File: src/rtl/framer_pkg.sv
// Shared types and constants for the serial frame transmitter.
// No ports; imported by framer_zero_run and mealy_framer_tx.
package framer_pkg;

    typedef enum logic [2:0] {
        IDLE,
        SYNC,
        SEP,
        DATA,
        STUFF,
        PARITY,
        GUARD
    } state_t;

    localparam int   SYNC_LEN  = 3;
    localparam int   STUFF_RUN = 2;
    localparam logic LINE_IDLE = 1'b1;

endpackage

File: src/rtl/framer_zero_run.sv
// Zero-run tracker for emitted payload/parity bits.
// Ports: clock, reset (sync, active-high), zero (a payload 0 is
// being put on the line this edge), stuff_req (run reached limit).
module framer_zero_run
    import framer_pkg::*;
(
    input  logic clock,
    input  logic reset,
    input  logic zero,
    output logic stuff_req
);

    logic [1:0] run;

    // Anything other than a payload zero breaks the run.
    always_ff @(posedge clock) begin
        if (reset) begin
            run <= '0;
        end else if (zero) begin
            run <= run + 2'd1;
        end else begin
            run <= '0;
        end
    end

    assign stuff_req = (run == 2'(STUFF_RUN));

endmodule

File: src/rtl/mealy_framer_tx.sv
// Serial frame transmitter: sync 000, separator, bit-stuffed payload.
// Ports: clock, reset (sync, active-high), data_in/data_valid/
// data_ready (word handshake), out (serial line, idle 1),
// frame_start (pulse on first sync bit), busy (frame in flight).
// Optional: define FRAMER_PARITY_EN to append a stuffed even-parity bit.
module mealy_framer_tx
    import framer_pkg::*;
#(
    parameter int DATA_W = 8
) (
    input  logic              clock,
    input  logic              reset,
    input  logic [DATA_W-1:0] data_in,
    input  logic              data_valid,
    output logic              data_ready,
    output logic              out,
    output logic              frame_start,
    output logic              busy
);

    localparam int BW = $clog2(DATA_W + 1);

    state_t            state;
    logic [DATA_W-1:0] shreg;
    logic [BW-1:0]     bitcnt;
    logic [1:0]        synccnt;
    logic              stuff_req;
    logic              zero_emit;
    logic              last;
    logic              go_data;
    logic              go_stuff;
`ifdef FRAMER_PARITY_EN
    logic              go_par;
    logic              par_q;
    logic              par_done;
`endif

    assign last       = (bitcnt == BW'(DATA_W));
    assign busy       = (state != IDLE);
    assign data_ready = (state == IDLE) && !reset;

    // Decide what the next emitted symbol is once past the marker.
    always_comb begin
        go_data  = 1'b0;
        go_stuff = 1'b0;
`ifdef FRAMER_PARITY_EN
        go_par   = 1'b0;
`endif
        unique case (state)
            SEP: go_data = 1'b1;
            DATA: begin
                if (stuff_req) begin
                    go_stuff = 1'b1;
                end else if (!last) begin
                    go_data = 1'b1;
                end
`ifdef FRAMER_PARITY_EN
                else begin
                    go_par = 1'b1;
                end
`endif
            end
            STUFF: begin
`ifdef FRAMER_PARITY_EN
                if (!last) begin
                    go_data = 1'b1;
                end else if (!par_done) begin
                    go_par = 1'b1;
                end
`else
                go_data = !last;
`endif
            end
            PARITY: go_stuff = stuff_req;
            default: ;
        endcase
    end

`ifdef FRAMER_PARITY_EN
    assign zero_emit = (go_data && !shreg[DATA_W-1])
                     || (go_par && !par_q);
`else
    assign zero_emit = go_data && !shreg[DATA_W-1];
`endif

    framer_zero_run u_zero_run (
        .clock     (clock),
        .reset     (reset),
        .zero      (zero_emit),
        .stuff_req (stuff_req)
    );

    always_ff @(posedge clock) begin
        if (reset) begin
            state       <= IDLE;
            out         <= LINE_IDLE;
            frame_start <= 1'b0;
            shreg       <= '0;
            bitcnt      <= '0;
            synccnt     <= '0;
`ifdef FRAMER_PARITY_EN
            par_q       <= 1'b0;
            par_done    <= 1'b0;
`endif
        end else begin
            frame_start <= 1'b0;
            unique case (state)
                IDLE: begin
                    out <= LINE_IDLE;
                    if (data_valid) begin
                        state       <= SYNC;
                        out         <= 1'b0;
                        frame_start <= 1'b1;
                        shreg       <= data_in;
                        bitcnt      <= '0;
                        synccnt     <= '0;
`ifdef FRAMER_PARITY_EN
                        par_q       <= ^data_in;
                        par_done    <= 1'b0;
`endif
                    end
                end
                SYNC: begin
                    if (synccnt == 2'(SYNC_LEN - 1)) begin
                        state <= SEP;
                        out   <= 1'b1;
                    end else begin
                        synccnt <= synccnt + 2'd1;
                        out     <= 1'b0;
                    end
                end
                SEP, DATA, STUFF, PARITY: begin
                    if (go_data) begin
                        state  <= DATA;
                        out    <= shreg[DATA_W-1];
                        shreg  <= {shreg[DATA_W-2:0], 1'b0};
                        bitcnt <= bitcnt + BW'(1);
                    end
`ifdef FRAMER_PARITY_EN
                    else if (go_par) begin
                        state    <= PARITY;
                        out      <= par_q;
                        par_done <= 1'b1;
                    end
`endif
                    else if (go_stuff) begin
                        state <= STUFF;
                        out   <= 1'b1;
                    end else begin
                        state <= GUARD;
                        out   <= 1'b1;
                    end
                end
                GUARD: begin
                    state <= IDLE;
                    out   <= LINE_IDLE;
                end
                default: begin
                    state <= IDLE;
                    out   <= LINE_IDLE;
                end
            endcase
        end
    end

endmodule

File: config.mk
export PLATFORM = sky130hd
export DESIGN_NAME = mealy_framer_tx
export DESIGN_NICKNAME = d
export VERILOG_FILES = /design/src/rtl/framer_pkg.sv /design/src/rtl/framer_zero_run.sv /design/src/rtl/mealy_framer_tx.sv
export SDC_FILE = /design/constraint.sdc
export NUM_CORES = 1
export LEC_CHECK = 0
export ABC_AREA = 1
export ABC_CLOCK_PERIOD_IN_PS = 4150
export CORE_MARGIN = 5
export CORE_UTILIZATION = 65
export DETAILED_ROUTE_END_ITERATION = 6
export DONT_BUFFER_PORTS = 1
export HOLD_SLACK_MARGIN = 0.06
export PLACE_DENSITY = 0.81
export SKIP_LAST_GASP = 1
export SLEW_MARGIN = 15
export SYNTH_ARGS = -nofsm -noshare
export SYNTH_HDL_FRONTEND = slang
export SYNTH_HIERARCHICAL = 1
export SYNTH_SLANG_ARGS = --single-unit
File: constraint.sdc
create_clock -name clock -period 4.15 [get_ports clock]
set_input_delay 1.245 -clock clock [delete_from_list [all_inputs] [get_ports clock]]
set_output_delay 1.245 -clock clock [all_outputs]
set_load 0.05 [all_outputs]
# Word-level counts from Yosys, hierarchy flattened
# Index checks and enable logic that the tools add are counted.
word_totals:
  reg_bits: 21
  in_bits: 11
  output_inout_bits: 4
  elab_cells: 63
classes:
  n_addsub: 3
  eq_ne: 12
  muxes: 24
  bitwise: 2
  reduce_logical: 15
op_table:
  columns: ["op", "n"]
  rows:
  - ["8-bit 2-to-1 mux", 2]
  - ["8-bit one-hot mux with 2 select lines", 1]
  - ["3-bit 2-to-1 mux", 3]
  - ["3-bit one-hot mux with 3 select lines", 1]
  - ["4-bit 2-to-1 mux", 2]
  - ["2-bit inequality test, second input constant", 4]
  - ["4-bit one-hot mux with 2 select lines", 1]
  - ["1-bit 2-to-1 mux", 7]
  - ["3-bit by 2-bit equality test with 1-bit output, second input constant", 2]
  - ["3-bit equality test, second input constant", 2]
  - ["2-bit 2-to-1 mux", 3]
  - ["1-bit one-hot mux with 3 select lines", 2]
  - ["3-bit AND reduction", 2]
  - ["2-bit by 1-bit adder with 2-bit output, second input constant", 2]
  - ["4-bit by 1-bit adder with 4-bit output, second input constant", 1]
  - ["2-bit equality test, second input constant", 2]
  - ["4-bit equality test, second input constant", 1]
  - ["2-bit one-hot mux with 2 select lines", 1]
  - ["2-bit nonzero test", 2]
  - ["2-bit OR reduction", 2]
  - ["4-bit OR reduction", 1]
  - ["3-bit by 1-bit equality test with 1-bit output, second input constant", 1]
  - ["1-bit zero test", 3]
  - ["3-bit zero test", 1]
  - ["5 further kinds", 7]

# Logic depth before layout (Yosys ltp)
depth:
  depth_word: 7
  depth_mapped: 10
  depth_no_buf: 9

# Cells and area by module
# The synthesis kept the hierarchy.
by_module_without_submodules:
  columns: ["mod", "instances", "cells_each", "area_per_inst_um2"]
  rows:
  - ["mealy_framer_tx", 1, 144, 1013.5]
  - ["framer_zero_run", 1, 8, 71.3]

# Least setup slack after synthesis
# Ideal clock, no wire load.
synth_timing:
  kind: "in2out"
  from: "input port reset"
  to: "output port data_ready"
  arrival_time_ns: 2.101
  required_time_ns: 2.905
  setup_slack_ns: 0.804
  path_stages: 2
  path_cell_list: "clkbuf_1 -> nor2_1"
synth_via:
  elab_chain_len: 2
synth_lines:
  columns: ["item", "line_no", "source"]
  rows:
  - ["start, declared", "mealy_framer_tx.sv:12", "input logic reset,"]
  - ["1-bit zero test", "mealy_framer_tx.sv:40", "assign data_ready = (state == IDLE) && !reset;"]
  - ["1-bit logical AND", "mealy_framer_tx.sv:40", null]
  - ["end, declared", "mealy_framer_tx.sv:15", "output logic data_ready,"]
# No other way between the ends.

# Worst setup path in the final report
# Ends and elaborated chain as after synthesis.

==> metrics <==
status completed; Port Buf Inserts 0; final instance area 1110 um^2; worst path cell trace nor2_1 > buf_4; crit start category primary input; DRT iter0 DRCs 35; vias per cell 5.77; synthesis-stage register bit count 21; Worst EP arrival 1550 ps; largest family of logic cells by synthesized area simple AND/OR/NAND/NOR gates; Synth area leaders dfxtp_1 (39%), nand2_1 (9.3%), nor2_1 (9.0%), nand3_1 (8.8%), mux2i_1 (6.5%); crit share post-route 67.2%; PwrDens 819 nW/um^2; synthesized area 1080 um^2; skew final 4.53 ps; I/O pins 15; Site Rows 14; Fmax 358 MHz; commonest non-fill, non-tap cell in the layout nand2_1; adder-cell share of the synthesized area 5.77%; minimum clock period 2790 ps; DRC 0; critical path peak fanout 12; Post-synth EDFFs 0; Yosys Warn Count 6; worst vdd ir 540 uV; kind of cell adding the most delay to the critical path buffers and inverters; Hold Buf Count CTS 0; GPL Wtd Cong 0.821; largest net degree at the start of global routing 16; Routed Antenna Nets 0; CTS Buffer Depth 2; XOR/XNOR Fraction of Synth Area 1.61%; clock power share 10.6%; fin util 71.9%; # placed instances 164; area grow syn2layout 2.19%; sequential element share of the synthesized area 38.8%; post-synth net total 168; Net Sw Frac 50.0%; final wirelength 2210 um; register clock-pin slew on the reported worst setup and hold paths 110 ps; Synth Area in Simple Gates 33.2%; Cell Area, Placed 1080 um^2; TritonCTS Sinks 21; post-synth top area share 38.8%; first-pass GRT wire length 3800 um; total track usage 18.7%; chip height 50.9 um; postcts setup bufs 0; setup TNS 0 ps; Sw Pwr 454 uW; TritonCTS clock tree yes; P_int 453 uW; max cap viols 0; ANT cells 0; mux contribution to synthesized area 6.46%; Synth area leader dfxtp_1; Compound-Gate Fraction of Synth Area 4.84%; CTS Root Cell clkbuf_4; nets 169; Final Hold Fails 0; ys flop type dfxtp_1; worst skew pair latency 290 ps; crit path buf inv count 1; H-tree levels 1; Final setup viols 0; Initial Utilization 70.4%; Reg power frac 35.3%; asr flop ratio synth 0%; DRT Pass-1 Iters 4; most frequent cells in the layout nand2_1 (27), nor2_1 (26), dfxtp_1 (21); Crit path largest cell delay 210 ps; Worst-Margin Slew 631 ps; die footprint 2590 um^2; post-route non-filler standard cell count 168; type of destination of the critical path output port; worst hold path class reg -> reg; wire per inst 13.2 um; Core Footprint 1540 um^2; critical path's slowest cell buf_4; Vias 970; relative slew slack 58.0%; Num CTS Buffers 3; GRT overflow 0; Crit Path Category in -> out; RSZ-0062 raised after global routing no; setup ws final 1360 ps; share of cells above drive strength 1 5.92%; vias in the first global route 887; Comb power frac 54.0%; total power draw 907 uW; die width 50.9 um; WHS 417 ps; Final Slew Violations 0; Leakage 0.501 nW; Critical Path RT 2900 ps; initial antenna violation count 0; syn avg cell area 7.14 um^2; Post-Place Setup Slack 1360 ps; cells after synthesis 152; Post-DP HPWL 1630 um; post-CTS resize count 0; Yosys cell types 23
==> kinds of logic (layout without fill, tap and decap cells) <==
logic type	after synthesis	in the layout
buffers and inverters	24	24
AO/OA/AOI/OAI	10	10
XOR/XNOR	2	2
adder cells (fa/ha/maj)	5	5
AND/OR/NAND/NOR	83	83
multiplexers	7	7
flip-flops	21	21
==> cell usage after synthesis (2+ instances only) <==
library cell,instances
inv_1,16
inv_2,2
o21ai_0,3
ha_1,5
dfxtp_1,21
a21oi_1,6
nand2_1,27
nor2_1,26
mux2i_1,7
buf_2,3
nand4_1,3
nand3_1,19
nor3_1,4
==> power by group through the flow <==
stage / sequential [mW] / combinational, mW / clock (mW)
global route: 0.328 / 0.557 / 0.110
finish: 0.320 / 0.490 / 0.0966
detailed placement: 0.325 / 0.487 / 0
floorplan: 0.316 / 0.426 / 0
CTS: 0.320 / 0.489 / 0.0972
global placement: 0.321 / 0.466 / 0
==> sequential cells by signal (all words and copies together) (netlist names) <==
signal,flops
frame_start,1
shreg,8
synccnt,2
u_zero_run/run,2
out,1
bitcnt,4
state,3
==> layer usage <==
layer	vias to the layer above	GRT usage (%)	share of wire, %
met5	-	0	0
met4	0	5.96	0.90
met3	4	4.65	5.4
met2	28	29.8	48
met1	447	24.7	45
li1	491	-	-
==> final timing paths <==
kind	startpoint	depth (start not counted)	to	slack, ps
min	u_zero_run/run[0]	1	u_zero_run/run[0]	420
max reg2reg	state[1]	6	shreg[3]	1790
min reg2reg	u_zero_run/run[0]	1	u_zero_run/run[0]	420
max	reset	2	data_ready	1360
==> cell type report <==
cell class,count,area (um^2)
tap,16,20.0
multi-input combinational,107,563
clock buffer,4,26.3
sequential,21,420
timing repair buffer,1,7.51
fill,127,433
inverter,19,71.3
Power figures use the tool's default switching activity.
